<file path="src/rtl/cordic_vector_f32.sv">
// Vectoring-mode CORDIC behind a multi-cycle custom-instruction slot.
// Returns atan2(datab, dataa) (n=0) or hypot(dataa, datab) (n=1) as an IEEE-754 single.
module cordic_vector_f32 #(
  parameter int M    = 22,
  parameter int FIXW = 28,
  parameter int FRAC = 24
) (
  input  logic        clk,
  input  logic        rst,
  input  logic        clk_en,
  input  logic        start,
  input  logic [31:0] dataa,
  input  logic [31:0] datab,
  input  logic        n,
  output logic        done,
  output logic [31:0] result
);

  typedef enum logic [1:0] {IDLE = 2'd0, PRE = 2'd1, ITER = 2'd2, PACK = 2'd3} state_t;

  localparam logic signed [FIXW-1:0] HALF_PI = FIXW'(32'h01921FB5);
  localparam logic [23:0]            INV_K   = 24'h9B74ED;
  localparam logic [31:0]            QNAN    = 32'h7FC00000;
  localparam logic [7:0]             EXP_OFF = 8'd127 - 8'(FRAC);

  state_t                 state_q;
  logic signed [FIXW-1:0] x_q, y_q, z_q;
  logic signed [FIXW-1:0] x_d, y_d, z_d;
  logic [4:0]             i_q;
  logic                   n_q, range_err_q, zero_q;
  logic                   done_q;
  logic [31:0]            result_q;
  logic signed [FIXW-1:0] fx_s, fy_s, mag_s;

  function automatic logic [FIXW-1:0] atan_lut(input logic [4:0] idx);
    logic [27:0] v;
    case (idx)
      5'd0:    v = 28'h0C90FDB;
      5'd1:    v = 28'h076B19C;
      5'd2:    v = 28'h03EB6EC;
      5'd3:    v = 28'h01FD5BB;
      5'd4:    v = 28'h00FFAAE;
      5'd5:    v = 28'h007FF55;
      5'd6:    v = 28'h003FFEB;
      5'd7:    v = 28'h001FFFD;
      5'd8:    v = 28'h0010000;
      5'd9:    v = 28'h0008000;
      5'd10:   v = 28'h0004000;
      5'd11:   v = 28'h0002000;
      5'd12:   v = 28'h0001000;
      5'd13:   v = 28'h0000800;
      5'd14:   v = 28'h0000400;
      5'd15:   v = 28'h0000200;
      5'd16:   v = 28'h0000100;
      5'd17:   v = 28'h0000080;
      5'd18:   v = 28'h0000040;
      5'd19:   v = 28'h0000020;
      5'd20:   v = 28'h0000010;
      5'd21:   v = 28'h0000008;
      5'd22:   v = 28'h0000004;
      5'd23:   v = 28'h0000002;
      default: v = 28'h0000000;
    endcase
    return FIXW'(v);
  endfunction

  // Denormals flush to zero; out-of-range exponents are flagged separately.
  function automatic logic [FIXW-1:0] f2fix(input logic [31:0] f);
    logic [FIXW-1:0] base;
    logic [FIXW-1:0] mag;
    logic [7:0]      sh;
    sh   = 8'd127 - f[30:23];
    base = {{(FIXW-24){1'b0}}, 1'b1, f[22:0]};
    if (f[30:23] == 8'd0 || f[30:23] > 8'd127) begin
      mag = {FIXW{1'b0}};
    end else begin
      mag = (base << (FRAC - 23)) >> sh;
    end
    return f[31] ? -mag : mag;
  endfunction

  function automatic logic [31:0] fix2f(input logic [FIXW-1:0] v);
    logic [FIXW-1:0] a;
    logic [FIXW-1:0] norm;
    logic [4:0]      p;
    logic [31:0]     f;
    a = v[FIXW-1] ? -v : v;
    p = 5'd0;
    for (int k = 0; k < FIXW - 1; k++) begin
      if (a[k]) p = 5'(k);
    end
    norm = a << (FIXW - 1 - int'(p));
    if (a == {FIXW{1'b0}}) begin
      f = 32'h00000000;
    end else begin
      f = {v[FIXW-1], EXP_OFF + {3'b000, p}, 23'(norm >> (FIXW - 24))};
    end
    return f;
  endfunction

  assign fx_s  = f2fix(dataa);
  assign fy_s  = f2fix(datab);
  assign mag_s = FIXW'((53'($signed(x_q)) * 53'($signed({1'b0, INV_K}))) >>> 24);

  // Next-state datapath for quadrant pre-rotation and one micro-rotation.
  always_comb begin
    x_d = x_q;
    y_d = y_q;
    z_d = z_q;
    case (state_q)
      PRE: begin
        if (x_q[FIXW-1] && !y_q[FIXW-1]) begin
          x_d = y_q;
          y_d = -x_q;
          z_d = HALF_PI;
        end else if (x_q[FIXW-1]) begin
          x_d = -y_q;
          y_d = x_q;
          z_d = -HALF_PI;
        end else begin
          x_d = x_q;
        end
      end
      ITER: begin
        if (!y_q[FIXW-1]) begin
          x_d = x_q + (y_q >>> i_q);
          y_d = y_q - (x_q >>> i_q);
          z_d = z_q + atan_lut(i_q);
        end else begin
          x_d = x_q - (y_q >>> i_q);
          y_d = y_q + (x_q >>> i_q);
          z_d = z_q - atan_lut(i_q);
        end
      end
      default: begin
        x_d = x_q;
      end
    endcase
  end

  // Control FSM, datapath registers and registered outputs.
  always_ff @(posedge clk) begin
    if (rst) begin
      state_q     <= IDLE;
      x_q         <= {FIXW{1'b0}};
      y_q         <= {FIXW{1'b0}};
      z_q         <= {FIXW{1'b0}};
      i_q         <= 5'd0;
      n_q         <= 1'b0;
      range_err_q <= 1'b0;
      zero_q      <= 1'b0;
      done_q      <= 1'b0;
      result_q    <= 32'h00000000;
    end else if (clk_en) begin
      done_q <= 1'b0;
      case (state_q)
        IDLE: begin
          if (start) begin
            n_q         <= n;
            x_q         <= fx_s;
            y_q         <= fy_s;
            z_q         <= {FIXW{1'b0}};
            i_q         <= 5'd0;
            range_err_q <= (dataa[30:23] > 8'd127) || (datab[30:23] > 8'd127);
            zero_q      <= (fx_s == {FIXW{1'b0}}) && (fy_s == {FIXW{1'b0}});
            state_q     <= PRE;
          end
        end
        PRE: begin
          x_q     <= x_d;
          y_q     <= y_d;
          z_q     <= z_d;
          state_q <= ITER;
        end
        ITER: begin
          x_q <= x_d;
          y_q <= y_d;
          z_q <= z_d;
          if (i_q == 5'(M - 1)) begin
            i_q     <= 5'd0;
            state_q <= PACK;
          end else begin
            i_q <= i_q + 5'd1;
          end
        end
        PACK: begin
          done_q <= 1'b1;
          // A zero vector has no defined angle; force +0 rather than the summed LUT.
          if (range_err_q) begin
            result_q <= QNAN;
          end else if (zero_q) begin
            result_q <= 32'h00000000;
          end else begin
            result_q <= fix2f(n_q ? mag_s : z_q);
          end
          state_q <= IDLE;
        end
        default: state_q <= IDLE;
      endcase
    end
  end

  assign done   = done_q;
  assign result = result_q;

endmodule
</file>
<file path="config.mk">
export PLATFORM = sky130hd
export DESIGN_NAME = cordic_vector_f32
export DESIGN_NICKNAME = d
export VERILOG_FILES = /design/src/rtl/cordic_vector_f32.sv
export SDC_FILE = /design/constraint.sdc
export NUM_CORES = 2
export LEC_CHECK = 0
export ABC_AREA = 1
export CORE_UTILIZATION = 60
export DETAILED_ROUTE_END_ITERATION = 8
export PLACE_DENSITY = 0.78
export SETUP_SLACK_MARGIN = 0.15
export SLEW_MARGIN = 0
export SYNTH_ARGS = -nofsm -noshare
export SYNTH_HDL_FRONTEND = slang
export SYNTH_SLANG_ARGS = --single-unit
</file>
<file path="constraint.sdc">
create_clock -name clk -period 27.6 [get_ports clk]
set_clock_uncertainty 0.15 [all_clocks]
set_input_delay 6.9 -clock clk [delete_from_list [all_inputs] [get_ports clk]]
set_output_delay 6.9 -clock clk [all_outputs]
set_load 0.05 [all_outputs]
</file>
* Yosys cells after proc, flatten, opt, wreduce, memory -nomap -nowiden
Memories as Yosys holds them, arrays and structs flattened. A register that Yosys moved wholly into a read port is not among the register bits.
Index checks and enable logic that the tools add are counted.
** Word-level totals
- Register bits after elaboration :: 127
- Memories kept :: 2
- ROM bits :: 1536
- Logic and storage cells :: 138
- Bits of input ports :: 69
- Output and inout bits :: 33
** Memories
- (name not given) :: depth 32, width 24, read ports 1, clocked after Yosys merged registers in 1, wr ports 0, line 37 : case (idx)
- (name not given) :: depth 32, width 24, read ports 1, clocked after Yosys merged registers in 1, wr ports 0, line 37
** Operators by class
- Equal/unequal tests :: 7
- Reduce and logical (&&, ||, !) cells :: 21
- Mux-type cells :: 73
- Shift operators :: 5
- $add $sub $neg :: 16
- Magnitude comparators :: 2
- Multiply operators :: 1
** Operator list (count)
- $mux 28 :: 25
- $mux 5 :: 36
- $pmux 28 s2 :: 3
- $neg 28->28 :: 5
- $mux 32 :: 3
- $add 28x28->28 :: 3
- $logic_not 28->1 :: 3
- $sub 28x28->28 :: 3
- $shr 25x8->28 :: 2
- $sshr 28x5->28 :: 2
- $mul 28x25->52 const B :: 1
- $shl 28x32->27 :: 1
- $gt 8x7->1 const B :: 2
- $logic_not 8->1 :: 2
- $sub 7x8->8 const A :: 2
- $reduce_and 3->1 :: 4
- $pmux 5 s2 :: 1
- $add 7x5->8 const A :: 1
- $pmux 2 s4 :: 1
- $sub 5x5->6 const A :: 1
- $add 5x1->5 const B :: 1
- $eq 5x5->1 const B :: 1
- $eq 2x2->1 const B :: 2
- $mux 2 :: 2
- other kinds (12) :: 18

* Longest topological paths before layout
- Depth in word-level cells :: 40
- Mapped depth :: 67
- Depth with buffers taken out :: 66

* Least setup slack after synthesis
No wires, ideal clock.
- Kind :: input port to flip-flop
- Start point :: in datab[30]
- End point :: reg zero_q
- Required time :: 27380 ps
- Arrival time :: 10346 ps
- Setup time :: 70 ps
- Path buffers :: 1
- Slack :: 17034 ps
- Stages on the path :: 29
- Cell sequence :: inv_1 -> nand2_2 -> inv_1 -> buf_2 -> nand2_1 -> nand2_1 -> o21ai_0 -> or2_2 -> o21ai_0 -> inv_1 -> o21ai_0 -> inv_1 -> o21ai_0 -> nor2_1 -> nor3_1 -> inv_1 -> ha_1 -> nor2_1 -> xor2_1 -> nand2_1 -> nor4_1 -> nand2_1 -> nor4_1 -> nand4_1 -> nor4_1 -> nand4_1 -> nor4_1 -> nand4_1 -> a21oi_1
** Between the ends
- Word-level cells in the longest chain between the ends :: 7
- Elaborated cells on any way between the ends :: 10
- Classes of those cells :: add/sub (2); order compare (1); shift (1); mux (2); reduce/logical (4)
** Ends and longest elaborated chain
- from (decl) :: line 13 : input logic [31:0] datab,
- $sub 7x8->8, or another cell as far along :: line 72 : sh = 8'd127 - f[30:23];
- $shr 25x8->28 or $logic_or 1x1->1 (tied branches) :: line 77, 74
- $mux 28 (*) :: line 74 : if (f[30:23] == 8'd0 || f[30:23] > 8'd127) begin
- $neg 28->28 :: line 79 : return f[31] ? -mag : mag;
- $mux 28 (*) :: line 79
- $logic_not 28->1 (*) :: line 165 : zero_q <= (fx_s == {FIXW{1'b0}}) && (fy_s == {FIXW{1'b0}});
- $logic_and 1x1->1 (*) :: line 165
- to (signal assigned) :: line 165
- to (decl) :: line 30 : logic n_q, range_err_q, zero_q;
Every way passes the cells marked *; elsewhere a longest branch is shown, timed or not.
A chain may end at the register's enable or synchronous reset.

* Final worst setup path
- Start point :: in datab[24]
- End point :: reg zero_q
Same word-level chain as after synthesis.

==> metrics.csv <==
stage;metric;value;unit
yosys;Synth cell types;65;
timing;max frequency;82.1;MHz
drt;post-route ant nets;0;
drt;DR vias;36700;
yosys;sequential fraction of the synthesis area;8.30;%
layout;# nets final;6221;
clock_network;CTS Buffer Depth;2;
yosys;top_reg_cell synth;dfxtp_1;
setup_path;slack of the worst reg-to-reg path;15.48;ns
clock_network;CTS Hold Buffers Added;0;
setup_path;worst r2r dst;result[14];
placed_design;GPL Wtd Cong;1.03;
placed_design;DP Wirelength;104;mm
drt;router iterations before antenna repair;6;
clock_network;Resize count post-CTS;0;
layout;layout cells sized above 1;4.20;%
clock_network;Skew-Pair Late Insertion Delay;0.49;ns
clock_network;TritonCTS Buffers;17;
layout;Finished Layout Cells;6200;
drt;WL/cell;20.2;µm
clock_network;H-Tree Depth;4;
grt;largest net degree at the start of global routing;99;
timing;max_slew headroom;16.3;%
die;Die H;248;µm
hold_path;critical hold path startpoint;result[9];
grt;total track usage;40.1;%
yosys;Synth Net Count;6258;
hold_path;Hold Path End;result[9];
grt;GRT overflow;0;
grt;first-pass GRT wire length;194;mm
drt;vias per std cell;5.92;
layout;footprint of the multi-input gates;29000;µm²
yosys;Ys Warns;0;
hold_path;Hold Crit Class;register to register;
hold_path;WHS Path Cells;2;
yosys;Post-Synthesis Cells;5450;
timing;worst hold slack;0.314;ns
die;Die ar.;61700;µm²
yosys;synthesized area;36400;µm²
yosys;Mapped Avg Cell Area;6.68;µm²
die;row cnt;89;
die;core area;59500;µm²
placed_design;Port Buffer Count;101;
setup_path;Critical R2R Launch;x_q[10];
setup_path;reg2reg path depth;47;
yosys;Synth Register Bits;151;
setup_path;kind of critical path;input pin to register;
setup_path;crit path max fanout;32;
die;starting density of the core;61.3;%
timing;Slew Viols, Final;0;
run_status;status;completed;
drt;DR DRC count;0;
timing;worst slew pin tran;1.24;ns
clock_network;Post-CTS Setup Bufs;0;
setup_path;Setup crit start kind;input pin;
die;Chip Width;248;µm
timing;RSZ-0062 raised after global routing;no;
clock_network;CTS root buffer;clkbuf_16;
clock_network;Reg clk slew, reported paths;0.08;ns
setup_path;CP arrival;12.43;ns
layout;Fillers;5666;
drt;final wirelength;126;mm
grt;vias in the first global route;34000;
yosys;number of synthesized flops with an enable pin;0;
timing;Fin. Hold Viols;0;
flow_run;max-cap violation count;0;
clock_network;CTS tree;done;
layout;area grow syn2layout;5.70;%
setup_path;Worst Path Required;27.86;ns
grt;initial antenna violation count;2;
timing;final setup violation count;0;
drt;DR iter-0 viols;3741;
die;Ports;102;
yosys;Post-synth ARST share;0;%
timing;setup_tns;0;ns
placed_design;dpl cells;6167;
layout;Sequential Area;3030;µm²
clock_network;CTS Sinks;151;
setup_path;Critical Path Sink Type;register;
timing;Final min period;12.18;ns
timing;final period utilization;44.1;%
## worst max path at each step
stage / startpoint / to / slack, ns / depth (start not counted)
global placement: dataa[23] / zero_q / 15.21 / 24
detailed placement: datab[24] / zero_q / 15.09 / 23
floorplan: datab[30] / zero_q / 17.03 / 29
global route: datab[24] / zero_q / 14.69 / 23
finish: datab[24] / zero_q / 15.42 / 23
CTS: datab[24] / zero_q / 15.56 / 23
## critical path, cell delays in order
cell and delay, ns:
clkdlybuf4s50_1 1.12, inv_1 0.43, nor3_1 0.39, inv_1 0.09, o21ai_0 0.15, o21ai_0 0.10, inv_1 0.11, nor2_1 0.04
nor3_1 0.62, inv_1 0.14, ha_1 0.28, nor2_1 0.14, xor2_1 0.20, nand2_1 0.08, nor4_1 0.28, nand2_1 0.08
nor4_1 0.17, nand4_1 0.13, nor4_1 0.24, nand4_1 0.19, nor4_1 0.25, nand4_1 0.13, a21oi_1 0.16
## placed cells by master, fill, tap and decap left out, types with 6 or more instances in the layout
cell type / n
a211oi_1: 9
a21o_1: 10
a21oi_1: 406
a31oi_1: 35
buf_4: 46
clkbuf_16: 17
clkdlybuf4s50_1: 100
dfxtp_1: 148
fa_1: 326
ha_1: 411
inv_1: 911
inv_2: 26
inv_8: 6
mux2i_1: 37
nand2_1: 1188
nand2_2: 16
nand3_1: 310
nand3_2: 11
nand3b_1: 11
nand4_1: 32
nor2_1: 288
nor2_2: 8
nor2_4: 10
nor3_1: 87
nor3_2: 6
nor4_1: 17
o211ai_1: 77
o21a_1: 8
o21ai_0: 427
o21ai_1: 48
o21bai_1: 23
o221ai_1: 7
o22ai_1: 11
o311ai_0: 14
o31ai_1: 11
or2_2: 40
xnor2_1: 64
xor2_1: 156
## per-stage QoR
stage          setup slack [ns]  instance area (µm²)  util (%)
2_1_floorplan             17.03                36400         -
3_3_place_gp              15.21                37900      63.7
3_5_place_dp              15.09                37900      63.7
4_1_cts                   15.56                38500      64.7
5_1_grt                   14.69                38500      64.7
6_report                  15.42                38500      64.8
## cell families after synthesis
family,synth area share (%)
AO/OA/AOI/OAI,17.0
XOR/XNOR,5.54
adder cells (fa/ha/maj),32.1
buffers and inverters,12.1
flip-flops,8.30
multiplexers,1.02
AND/OR/NAND/NOR,24.0
## final cells by class
class,count,area share (%)
inverter,942,9.18
multi-input combinational,4155,75.4
timing repair buffer,146,3.50
tap,773,2.51
antenna,1,0.00650
clock buffer,17,1.10
sequential,151,7.86
clock inverter,15,0.465
## per-layer routing
metal | GRT usage (%) | share of wire, %
met3 | 8.52 | 9.7
met4 | 18.2 | 4.8
met2 | 63.2 | 44
met1 | 52.8 | 41
met5 | 0 | 0
## synthesized netlist by cell type, drive strengths merged, types with 2 or more instances
| library cell | n | area [µm²] |
|---|---|---|
| buf | 68 | 357 |
| inv | 936 | 3510 |
| xnor2 | 64 | 561 |
| clkinv | 6 | 22.5 |
| o311ai | 14 | 123 |
| a31o | 2 | 17.5 |
| mux2i | 37 | 370 |
| nand2 | 1209 | 4620 |
| o211ai | 77 | 578 |
| o21ai | 481 | 2440 |
| nand4 | 33 | 213 |
| o21a | 8 | 60.1 |
| o21bai | 24 | 184 |
| a21oi | 412 | 2100 |
| clkbuf | 134 | 503 |
| o41ai | 3 | 26.3 |
| nor4 | 17 | 106 |
| a22oi | 2 | 15.0 |
| fa | 326 | 6530 |
| a21o | 10 | 75.1 |
| nor3 | 93 | 495 |
| ha | 413 | 5170 |
| and3 | 2 | 12.5 |
| o32ai | 2 | 17.5 |
| xor2 | 161 | 1460 |
| nand3b | 12 | 103 |
| o221ai | 7 | 61.3 |
| a21boi | 2 | 18.8 |
| o22ai | 11 | 68.8 |
| nand3 | 321 | 1660 |
| o31ai | 11 | 82.6 |
| or2 | 45 | 282 |
| a31oi | 35 | 219 |
| nor2 | 306 | 1240 |
| a211oi | 9 | 67.6 |
| dfxtp | 151 | 3020 |
Power is not shown: default switching activity piles up to over one toggle a cycle in this logic, so the estimate is an artifact.
